$ cat config.mk
export PLATFORM = sky130hd
export DESIGN_NAME = sequence_player_flat
export DESIGN_NICKNAME = d
export VERILOG_FILES = /design/src/rtl/sequence_player_if.sv /design/src/rtl/sequence_player.sv /design/src/flat_wrapper.sv
export SDC_FILE = /design/constraint.sdc
export NUM_CORES = 1
export LEC_CHECK = 0
export CAP_MARGIN = 20
export CORE_MARGIN = 5
export CORE_UTILIZATION = 60
export DETAILED_ROUTE_END_ITERATION = 10
export PLACE_DENSITY = 0.86
export SETUP_SLACK_MARGIN = 0.02
export SLEW_MARGIN = 40
export SYNTH_ARGS = -nofsm -noshare
export SYNTH_HDL_FRONTEND = slang
export SYNTH_SLANG_ARGS = --single-unit
$ cat constraint.sdc
create_clock -name clock -period 6.1 [get_ports clock]
set_input_delay 0.915 -clock clock [delete_from_list [all_inputs] [get_ports clock]]
set_output_delay 0.915 -clock clock [all_outputs]
set_load 0.01 [all_outputs]
$ cat src/rtl/sequence_player_if.sv
// Store bus shared between the CPU and bus initiators such as sequence_player.
// Handshake: the master holds wren/address_dmem/data stable while wren=1; a store completes on any rising edge where wren && bus_gnt.
interface sequence_player_if;
  logic        wren;
  logic [11:0] address_dmem;
  logic [31:0] data;
  logic        bus_gnt;

  modport master (output wren, output address_dmem, output data, input bus_gnt);
  modport slave  (input wren, input address_dmem, input data, output bus_gnt);
endinterface

$ cat src/rtl/sequence_player.sv
// Plays a stored Simon colour sequence as LED (addr 6) and tone (addr 8) stores on the shared store bus.
// Optional feature macro: SEQ_AUDIO_EN enables the tone stores; when undefined only LED stores are issued.
module sequence_player #(
  parameter int ON_CYCLES  = 25_000_000,
  parameter int OFF_CYCLES = 12_500_000,
  parameter int DEPTH      = 32
) (
  input  logic                     clock,
  input  logic                     reset,
  input  logic                     seq_we,
  input  logic [$clog2(DEPTH)-1:0] seq_addr,
  input  logic [1:0]               seq_color,
  input  logic [$clog2(DEPTH):0]   seq_len,
  input  logic                     start,
  sequence_player_if.master        bus,
  output logic                     busy,
  output logic                     done,
  output logic [2:0]               state_dbg
);

  localparam int AW       = $clog2(DEPTH);
  localparam int MAXC     = (ON_CYCLES > OFF_CYCLES) ? ON_CYCLES : OFF_CYCLES;
  localparam int CW       = $clog2(MAXC + 1);
  localparam int ON_LAST  = (ON_CYCLES  > 0) ? ON_CYCLES  - 1 : 0;
  localparam int OFF_LAST = (OFF_CYCLES > 0) ? OFF_CYCLES - 1 : 0;

  typedef enum logic [2:0] {
    S_IDLE    = 3'd0,
    S_LED_ON  = 3'd1,
    S_AUD_ON  = 3'd2,
    S_HOLD    = 3'd3,
    S_LED_OFF = 3'd4,
    S_AUD_OFF = 3'd5,
    S_GAP     = 3'd6,
    S_FIN     = 3'd7
  } state_t;

  state_t          state, state_n;
  logic [AW:0]     len_q;
  logic [AW:0]     idx_q;
  logic [AW:0]     idx_inc;
  logic [1:0]      color_q;
  logic [CW-1:0]   cnt_q;
  logic [1:0]      mem [DEPTH];

  logic            start_play;
  logic            step_next;
  logic [AW-1:0]   rd_idx;
  logic [AW:0]     len_clamped;
  logic            wren_c;
  logic [11:0]     addr_c;
  logic [31:0]     data_c;

  assign idx_inc     = idx_q + (AW+1)'(1);
  assign len_clamped = (seq_len > (AW+1)'(DEPTH)) ? (AW+1)'(DEPTH) : seq_len;
  assign rd_idx      = start_play ? '0 : idx_inc[AW-1:0];
  assign state_dbg   = state;

  assign bus.wren         = wren_c;
  assign bus.address_dmem = addr_c;
  assign bus.data         = data_c;

  always_ff @(posedge clock) begin
    if (seq_we) mem[seq_addr] <= seq_color;
  end

  always_ff @(posedge clock or posedge reset) begin
    if (reset) state <= S_IDLE;
    else       state <= state_n;
  end

  always_comb begin
    state_n    = state;
    wren_c     = 1'b0;
    addr_c     = 12'd0;
    data_c     = 32'd0;
    busy       = (state != S_IDLE) && (state != S_FIN);
    done       = 1'b0;
    start_play = 1'b0;
    step_next  = 1'b0;
    case (state)
      S_IDLE: begin
        if (start) begin
          if (seq_len == '0) begin
            state_n = S_FIN;
          end else begin
            state_n    = S_LED_ON;
            start_play = 1'b1;
          end
        end
      end
      S_LED_ON: begin
        wren_c = 1'b1;
        addr_c = 12'd6;
        data_c = {29'd0, color_q, 1'b1};
        if (bus.bus_gnt) begin
`ifdef SEQ_AUDIO_EN
          state_n = S_AUD_ON;
`else
          state_n = S_HOLD;
`endif
        end
      end
      S_AUD_ON: begin
        wren_c = 1'b1;
        addr_c = 12'd8;
        data_c = {29'd0, color_q, 1'b1};
        if (bus.bus_gnt) state_n = S_HOLD;
      end
      S_HOLD: begin
        if (cnt_q == CW'(ON_LAST)) state_n = S_LED_OFF;
      end
      S_LED_OFF: begin
        wren_c = 1'b1;
        addr_c = 12'd6;
        data_c = {29'd0, color_q, 1'b0};
        if (bus.bus_gnt) begin
`ifdef SEQ_AUDIO_EN
          state_n = S_AUD_OFF;
`else
          state_n = S_GAP;
`endif
        end
      end
      S_AUD_OFF: begin
        wren_c = 1'b1;
        addr_c = 12'd8;
        data_c = {29'd0, color_q, 1'b0};
        if (bus.bus_gnt) state_n = S_GAP;
      end
      S_GAP: begin
        if (cnt_q == CW'(OFF_LAST)) begin
          if (idx_inc == len_q) begin
            state_n = S_FIN;
          end else begin
            state_n   = S_LED_ON;
            step_next = 1'b1;
          end
        end
      end
      S_FIN: begin
        done    = 1'b1;
        state_n = S_IDLE;
      end
      default: state_n = S_IDLE;
    endcase
  end

  // The counter restarts on every state change, so each HOLD/GAP entry begins at zero.
  always_ff @(posedge clock or posedge reset) begin
    if (reset) begin
      cnt_q <= '0;
    end else if (state_n != state) begin
      cnt_q <= '0;
    end else if ((state == S_HOLD) || (state == S_GAP)) begin
      cnt_q <= cnt_q + CW'(1);
    end
  end

  // Colour is captured when entering LED_ON; a same-cycle write to that entry is forwarded.
  always_ff @(posedge clock or posedge reset) begin
    if (reset) begin
      len_q   <= '0;
      idx_q   <= '0;
      color_q <= '0;
    end else begin
      if (start_play) begin
        len_q <= len_clamped;
        idx_q <= '0;
      end else if (step_next) begin
        idx_q <= idx_inc;
      end
      if (start_play || step_next) begin
        if (seq_we && (seq_addr == rd_idx)) color_q <= seq_color;
        else                                color_q <= mem[rd_idx];
      end
    end
  end

endmodule

$ cat src/flat_wrapper.sv
// flat-port wrapper written by rule: the top's interface ports become plain ports
module sequence_player_flat 
#(
  parameter int ON_CYCLES  = 25_000_000,
  parameter int OFF_CYCLES = 12_500_000,
  parameter int DEPTH      = 32
)
  (clock, reset, seq_we, seq_addr, seq_color, seq_len, start, busy, done, state_dbg, bus_wren, bus_address_dmem, bus_data, bus_bus_gnt);
  sequence_player_if bus_i ();
  input  logic clock;
  input  logic reset;
  input  logic seq_we;
  input  logic [$clog2(DEPTH)-1:0] seq_addr;
  input  logic [1:0] seq_color;
  input  logic [$clog2(DEPTH):0] seq_len;
  input  logic start;
  output logic busy;
  output logic done;
  output logic [2:0] state_dbg;
  output wire logic [$bits(bus_i.wren)-1:0] bus_wren;
  output wire logic [$bits(bus_i.address_dmem)-1:0] bus_address_dmem;
  output wire logic [$bits(bus_i.data)-1:0] bus_data;
  input wire logic [$bits(bus_i.bus_gnt)-1:0] bus_bus_gnt;
  assign bus_wren = bus_i.wren;
  assign bus_address_dmem = bus_i.address_dmem;
  assign bus_data = bus_i.data;
  assign bus_i.bus_gnt = bus_bus_gnt;
  sequence_player #(.ON_CYCLES(ON_CYCLES), .OFF_CYCLES(OFF_CYCLES), .DEPTH(DEPTH)) u_core (.clock(clock), .reset(reset), .seq_we(seq_we), .seq_addr(seq_addr), .seq_color(seq_color), .seq_len(seq_len), .start(start), .bus(bus_i), .busy(busy), .done(done), .state_dbg(state_dbg));
endmodule
-- Word-level counts from Yosys, hierarchy flattened
Memories as Yosys holds them, arrays and structs flattened. A register that Yosys moved wholly into a read port is not among the register bits.
Index checks and enable logic that the tools add are counted.
- memories kept: 1
- memory bits (writable): 64
- register bits: 40
- output and inout bits: 50
- logic and storage cells: 59
- memories (name ; words ; bits a word ; rd ports ; clocked after Yosys merged registers in ; wr ports ; line ; text):
    u_core.mem ; 32 ; 2 ; 1 ; 1 ; 1 ; sequence_player.sv:44 ; logic [1:0] mem [DEPTH];
- reduce and logical (&&, ||, !) cells: 13
- muxes and demuxes: 26
- equal/unequal tests: 12
- add/sub/neg operators: 2
- order comparisons: 1
- operators by type and width (kind ; number):
    25-bit 2-to-1 mux ; 2
    25-bit by 1-bit adder with 25-bit output (second input constant) ; 1
    25-bit by 24-bit == test with 1-bit output (second input constant) ; 1
    25-bit == test (second input constant) ; 1
    3-bit 2-to-1 mux ; 7
    6-bit 2-to-1 mux ; 3
    3-bit one-hot mux with 6 select lines ; 1
    3-bit == test (second input constant) ; 4
    1-bit 2-to-1 mux ; 10
    4-bit one-hot mux with 2 select lines ; 1
    2-bit OR reduction ; 4
    6-bit by 1-bit adder with 6-bit output (second input constant) ; 1
    3-bit by 2-bit == test with 1-bit output (second input constant) ; 2
    6-bit == test ; 1
    6-bit > comparator (second input constant) ; 1
    6-bit zero test ; 1
    3-bit one-hot mux with 2 select lines ; 1
    5-bit 2-to-1 mux ; 1
    2-bit nonzero test ; 2
    4-bit OR reduction ; 1
    3-bit by 1-bit == test with 1-bit output (second input constant) ; 1
    3-bit zero test ; 1
    3-bit != test ; 1
    3-bit != test (second input constant) ; 1
    other kinds (3) ; 4

-- Logic depth before layout (Yosys ltp)
Gate-level depths: netlist (run 1).
- word-level depth: 7
- depth in mapped cells: 10

-- Least setup slack after synthesis (run 1)
Ideal clock, no wire load.
- path type: input-to-reg
- from: input seq_len[0]
- to: register u_core.color_q[0] (read register of u_core.mem)
- stages on the path: 7
- buffers on the path: 0
- library setup time: 0.127 ns
- setup slack: 3.207 ns
- data arrival time: 2.765 ns
- data required time: 5.973 ns
- cells stage by stage: or4_4 > o311a_4 > nor2_1 > xor2_1 > nor4b_2 > nand2b_1 > o211ai_2
- word-level cells in the longest chain between the ends: 5
- elaborated cells between the ends (all ways): 6
- classes of those cells: mux (4); reduce/logical (2)
- ends and longest elaborated chain (element ; line ; text):
    start, declared ; flat_wrapper.sv:15 ; input logic [$clog2(DEPTH):0] seq_len;
    6-bit zero test (*) ; sequence_player.sv:84 ; if (seq_len == '0) begin
    1-bit 2-to-1 mux (*) ; sequence_player.sv:84 ;
    1-bit 2-to-1 mux (*) ; sequence_player.sv:83 ; if (start) begin
    1-bit 2-to-1 mux (*) ; sequence_player.sv:81 ; case (state)
    5-bit 2-to-1 mux or 1-bit logical OR (tied branches) ; sequence_player.sv:56, sequence_player.sv:173 ;
    end, declared ; sequence_player.sv:42 ; logic [1:0] color_q;
Mark *: on every way between the ends. The rest lies on a longest branch, timed or not.
A chain may end at the register's enable or synchronous reset.

-- Worst setup path after layout (run 1)
Ends and elaborated chain as after synthesis.

==> flow_metrics.tcl, run 1 <==
set metrics [dict create \
    synth_seq_area_share_pct 51.1 \
    insertion_delay_ps 370 \
    core-area_mm2 0.00959 \
    timing.rr.start "u_core.idx_q[0]" \
    die_w_um 108 \
    routed_wl_um 12200 \
    first_iter_violations 374 \
    grt_pass1_wl_um 19900 \
    rows 36 \
    period_needed_ps 3410 \
    cts-root-buf "clkbuf_8" \
    grt_max_degree 43 \
    netlist_area_mm2 0.00582 \
    cts_tree "done" \
    cts_hold_buffers 0 \
    hold_ws_ps 514 \
    ys_async_sr_fraction_pct 39.6 \
    avgSynthCellArea_um2 10.5 \
    synth.area.top_cells "edfxtp_1 33%, dfrtp_1 18%, buf_4 5.0%" \
    grt-ovfl-total 0 \
    die_h_um 108 \
    path_class "primary input to flip-flop" \
    worstSetupStartpointType "primary input" \
    fillers 756 \
    cts.clk_slew.worst_paths_ps 100 \
    viasPerCell 5.90 \
    synth_top_cell_area_share_pct 33.0 \
    setup_violations 0 \
    ir_worst_vdd_mv 0.160 \
    tns_ps 0 \
    htree_levels 3 \
    synth_edf_count 64 \
    hold_viol_final 0 \
    drtAntennaViolNets 0 \
    grtUsageTotal_pct 21.8 \
    outcome "completed" \
    portBuffers 29 \
    drv_slew 0 \
    relSlewSlack_pct 48.7 \
    fmaxAchievable_ghz 0.293 \
    grt_pass1_vias 4049 \
    cap_violations 0 \
    clock-sinks 106 \
    p_sw_share_pct 32.4 \
    grt_setup_unrepaired "no" \
    final_nets 591 \
    drc 0 \
    p_comb_share_pct 25.9 \
    areaGrowthSynthToFinish_pct 7.40 \
    hold_path_class "flip-flop to flip-flop" \
    dp_hpwl_um 8310 \
    cellLeakagePower_nw 2.35 \
    clock_path_buffers 2 \
    power_frac_clock_pct 25.6 \
    ys.flop_type "edfxtp_1" \
    p_seq_share_pct 48.5 \
    avgRoutedWirePerCell_um 17.2 \
    synth.ff_latch_count 106 \
    power_density_mw_per_mm2 287 \
    worstPathMaxFanout 19 \
    timing.rr.end "u_core.cnt_q[21]" \
    r2r_cells 8 \
    dr.pass1.iters 5 \
    crit_required_ps 6410 \
    antenna_found_initial 0 \
    syn_inst 555 \
    synth.distinct_cells 66 \
    globalplace.congestion 0.893 \
    yosysTopAreaCell "edfxtp_1" \
    fin_skew_ps 11.5 \
    post-cts-setup-buffers 0 \
    ctsResizeCount 0 \
    io_pins 68 \
    start_util_pct 60.6 \
    period_share_pct 55.9 \
    min_from "u_core.len_q[5]" \
    whs_endpoint "u_core.len_q[5]" \
    tightest_slew_ps 762 \
    cts-buffers-inserted 9 \
    end_kind "flip-flop" \
    vias 4184 \
    switchingPower_mw 0.581 \
    r2r_slack_ps 2890 \
    intPower_mw 1.21 \
    drive_gt1_share_pct 7.29 \
    die_area_mm2 0.0118 \
    diodes 0 \
    cp.arrival_ps 3720 \
    ys_warn_count 0 \
    hold_depth 1 \
]
==> worst max path at each step <==
stage          startpoint                end  cells after the start
3_3_place_gp   seq_len[0]  u_core.color_q[0]                      8
4_1_cts        seq_len[0]  u_core.color_q[0]                      8
3_5_place_dp   seq_len[0]  u_core.color_q[0]                      8
5_1_grt        seq_len[0]  u_core.color_q[0]                      8
2_1_floorplan  seq_len[0]  u_core.color_q[0]                      7
6_report       seq_len[0]  u_core.color_q[0]                      8
==> placed cells by master (no fill, tap or decap), types with 3 or more instances in the layout <==
| cell type | netlist | routed |
|---|---|---|
| mux2i_1 | 16 | 16 |
| and3_1 | 7 | 7 |
| nor3_1 | 22 | 22 |
| nor4b_1 | 10 | 10 |
| nand2b_1 | 6 | 6 |
| o221ai_1 | 4 | 4 |
| a311oi_1 | 3 | 3 |
| clkdlybuf4s50_1 | 0 | 27 |
| nor4_1 | 4 | 4 |
| dfrtp_1 | 42 | 41 |
| buf_4 | 39 | 5 |
| and2_1 | 4 | 4 |
| a311o_1 | 4 | 4 |
| nor2_1 | 63 | 63 |
| conb_1 | 1 | 38 |
| and4_1 | 4 | 4 |
| nand4_1 | 9 | 9 |
| or3b_2 | 3 | 3 |
| o31ai_1 | 3 | 3 |
| edfxtp_1 | 64 | 64 |
| a22oi_1 | 4 | 4 |
| clkbuf_8 | 0 | 9 |
| or3_1 | 5 | 5 |
| a21oi_1 | 9 | 9 |
| nand2_1 | 76 | 76 |
| xor2_1 | 8 | 8 |
| nand3b_1 | 10 | 10 |
| nand3_1 | 14 | 14 |
| o21ai_0 | 12 | 12 |
| a31oi_1 | 3 | 3 |
| inv_1 | 10 | 10 |
| xnor2_1 | 29 | 29 |
==> per-stage QoR <==
step	area (µm²)	setup slack, ps	power, mW	instances	util (%)
2_1_floorplan	5950	3210	1.23	592	-
3_3_place_gp	6040	2400	1.33	693	63.0
3_5_place_dp	6030	2310	1.34	693	62.9
4_1_cts	6240	2720	1.80	709	65.1
5_1_grt	6250	2530	1.88	709	65.1
6_report	6250	2690	1.79	709	65.1
==> synthesized netlist by cell type, drive strengths merged (4+ instances only) <==
cell type	count
inv	10
xnor2	30
mux2i	16
a21oi	9
nor4	4
nor3	23
o21ai	12
nand4	9
and4	4
clkbuf	20
xor2	8
dfrtp	42
nor4b	12
o221ai	4
and2	4
nand2b	6
a311o	4
nand2	76
nand3b	10
or3	5
buf	46
a22oi	4
edfxtp	64
nor2	63
nand3	14
and3	7
==> worst max-delay path, stage by stage <==
cell and delay, ps:
clkdlybuf4s50_1 410, or4_4 570, o311ai_4 640, nand3_1 330, o221ai_1 300, o22ai_1 130, mux2_2 280, o211ai_2 120
==> layer usage <==
layer,wire [µm],track usage [%]
met1,4900,28.5
met4,264,8.30
met3,1030,5.25
met5,0,0
met2,5970,35.3
==> power by group through the flow <==
| stage | Sequential, mW | Combinational, mW | Clock [mW] |
|---|---|---|---|
| floorplan | 0.854 | 0.376 | 0 |
| global placement | 0.880 | 0.450 | 0 |
| detailed placement | 0.884 | 0.458 | 0 |
| CTS | 0.869 | 0.461 | 0.465 |
| global route | 0.878 | 0.508 | 0.492 |
| finish | 0.870 | 0.465 | 0.459 |
==> layout make-up <==
type                            count  area (µm²)  share of cell area [%]
Timing Repair Buffer               34         318                    5.09
Multi-Input combinational cell    410        2540                    40.6
Clock inverter                      6        83.8                    1.34
Sequential cell                   106        2970                    47.6
Tap cell                          133         166                    2.66
Clock buffer                       10         128                    2.04
Inverter                           10        37.5                   0.601
==> sequential cells by signal, summed over array words and instances, names as in the netlist <==
name and cells:
u_core.state_dbg 3, u_core.idx_q 6, u_core.color_q 2, u_core.cnt_q 25
u_core.mem 64, u_core.len_q 6
==> cells by family (layout without fill, tap and decap cells) <==
family / after synthesis / count (layout) / synth area share, %
multiplexers: 19 / 19 / 3.72
adder cells (fa/ha/maj): 2 / 2 / 0.430
flip-flops: 106 / 106 / 51.1
other: 1 / 38 / 0.0645
XOR/XNOR: 41 / 41 / 7.04
AND/OR/NAND/NOR: 246 / 246 / 21.3
AO/OA/AOI/OAI: 64 / 64 / 8.65
buffers and inverters: 76 / 60 / 7.64
(Power assumes the default switching activity.)
==> run 2, diff against run 1 <==
--- a/config.mk
+++ b/config.mk
@@ -7,9 +7,9 @@
 export LEC_CHECK = 0
 export CAP_MARGIN = 20
 export CORE_MARGIN = 5
-export CORE_UTILIZATION = 60
+export CORE_UTILIZATION = 57
 export DETAILED_ROUTE_END_ITERATION = 10
-export PLACE_DENSITY = 0.86
+export PLACE_DENSITY = 0.82
 export SETUP_SLACK_MARGIN = 0.02
 export SLEW_MARGIN = 40
 export SYNTH_ARGS = -nofsm -noshare
==> constraint.sdc (replaced) <==
create_clock -name clock -period 3.5 [get_ports clock]
set_input_delay 0.525 -clock clock [delete_from_list [all_inputs] [get_ports clock]]
set_output_delay 0.525 -clock clock [all_outputs]
set_load 0.01 [all_outputs]
==> run 2 against run 1 <==
Against the previous run: clock power increased by 68%; sequential power rose by 72%; critical path type unchanged; largest cell class unchanged; sequential share of layout area is 0.41 points lower.
==> flow_metrics.tcl, run 2 (synthesis results as in run 1) <==
set metrics [dict create \
    outcome "completed" \
    worstSetupStartpointType "primary input" \
    grt_max_degree 43 \
    timing.rr.start "u_core.state_dbg[1]" \
    crit_required_ps 3820 \
    avgRoutedWirePerCell_um 17.0 \
    grtUsageTotal_pct 20.2 \
    cellLeakagePower_nw 2.39 \
    antenna_found_initial 0 \
    critPathBufInv 1 \
    final_nets 599 \
    crit_end "u_core.color_q[0]" \
    power_density_mw_per_mm2 497 \
    drive_gt1_share_pct 8.05 \
    critical_path.startpoint "seq_len[0]" \
    htree_levels 3 \
    drtAntennaViolNets 0 \
    rows 36 \
    r2r_cells 7 \
    die_w_um 111 \
    cts-buffers-inserted 9 \
    dp_hpwl_um 8550 \
    dpl_cell_area_mm2 0.00610 \
    crit_chain "clkdlybuf4s50_1 -> or4_4 -> o311ai_4 -> nand3_1 -> o221ai_1 -> o22ai_1 -> mux2_2 -> o211ai_2" \
    tns_ps 0 \
    io_pins 68 \
    hold_viol_final 0 \
    top_register "u_core.mem" \
    path_class "primary input to flip-flop" \
    worstSetupPathDepth 8 \
    crit_slowest_cell "or4_4" \
    dr.pass1.iters 4 \
    portBuffers 29 \
    crit_family "compound AO/OA/AOI/OAI gates" \
    clock-sinks 106 \
    clock_path_buffers 2 \
    relSlewSlack_pct 53.2 \
    ctsResizeCount 0 \
    fin_skew_ps 22.3 \
    period_share_pct 78.1 \
    final_area_mm2 0.00630 \
    cts.clk_slew.worst_paths_ps 110 \
    r2r_slack_ps 800 \
    fmaxAchievable_ghz 0.366 \
    layout_commonest_cell "nand2_1" \
    ir_worst_vdd_mv 0.258 \
    grt-ovfl-total 0 \
    areaGrowthSynthToFinish_pct 8.28 \
    grt_pass1_wl_um 20300 \
    worstPathMaxFanout 6 \
    cp.arrival_ps 3050 \
    timing.rr.end "u_core.cnt_q[19]" \
    reg.largest.list "u_core.mem x64, u_core.cnt_q x25" \
    start_util_pct 59.0 \
    diodes 0 \
    tightest_slew_ps 695 \
    routed_wl_um 12200 \
    die_area_mm2 0.0123 \
    grt_pass1_vias 4097 \
    largest_reg_flops 64 \
    final_cell_mix "76 x nand2_1, 64 x edfxtp_1, 63 x nor2_1, 42 x dfrtp_1, 38 x conb_1" \
    period_needed_ps 2730 \
    viasPerCell 5.81 \
    cts_tree "done" \
    die_h_um 111 \
    drv_slew 0 \
    hold_path_class "flip-flop to flip-flop" \
    cts-root-buf "clkbuf_8" \
    setup_violations 0 \
    grt_setup_unrepaired "no" \
    end_kind "flip-flop" \
    cts_hold_buffers 0 \
    vias 4164 \
    first_iter_violations 343 \
    drc 0 \
    cap_violations 0 \
    post-cts-setup-buffers 0 \
    insertion_delay_ps 380 \
    globalplace.congestion 0.878 \
    slowest_delay_ps 590 \
    core-area_mm2 0.00986 \
]
run 2: through the flow:
| step | util (%) | power [mW] | worst slack, ps | hold slack, ps | instances |
|---|---|---|---|---|---|
| after detailed placement | 61.8 | 2.37 | 368 | 486 | 701 |
| after CTS | 63.8 | 3.13 | 637 | 510 | 717 |
| after global routing | 63.8 | 3.29 | 567 | 539 | 717 |
| final | 63.8 | 3.13 | 768 | 505 | 717 |
| after floorplan | - | 2.14 | 997 | 459 | 592 |
| after global placement | 61.9 | 2.34 | 423 | 481 | 701 |
run 2: worst register-to-register path, cell delays in order (launching register included):
cell and delay, ps:
dfrtp_1 690, inv_1 230, nor4b_2 440, nand3_1 270, or3_1 460, nor2_1 150
xnor2_1 80, nor4b_1 280
run 2: area by class of cell:
class	count	area, µm²
clock buffer	9	124
clock inverter	7	75.1
fill	792	3570
inverter	10	37.5
multi-input combinational	410	2540
sequential	106	2970
tap	133	166
timing repair buffer	42	383
run 2: layer usage:
layer	routed length, µm	vias up	part of all wire, %	global-route usage (%)
met5	0	-	0	0
met3	865	21	7.1	4.31
li1	-	1962	-	-
met1	5120	2011	42	26.7
met4	228	0	1.9	7.06
met2	5960	170	49	33.3
run 2: worst min path at each step:
stage,from,to,depth (start not counted)
floorplan,u_core.len_q[1],u_core.len_q[1],2
global placement,u_core.len_q[4],u_core.len_q[4],2
detailed placement,u_core.len_q[5],u_core.len_q[5],1
CTS,u_core.len_q[5],u_core.len_q[5],1
global route,u_core.len_q[5],u_core.len_q[5],1
finish,u_core.len_q[5],u_core.len_q[5],1
run 2: power breakdown:
part | leakage (nW) | internal [mW] | total, mW | switching, mW
registers | 1.14 | 1.40 | 1.50 | 0.0907
logic | 1.15 | 0.377 | 0.860 | 0.482
clock network | 0.101 | 0.336 | 0.773 | 0.437
total | 2.39 | 2.12 | 3.13 | 1.01
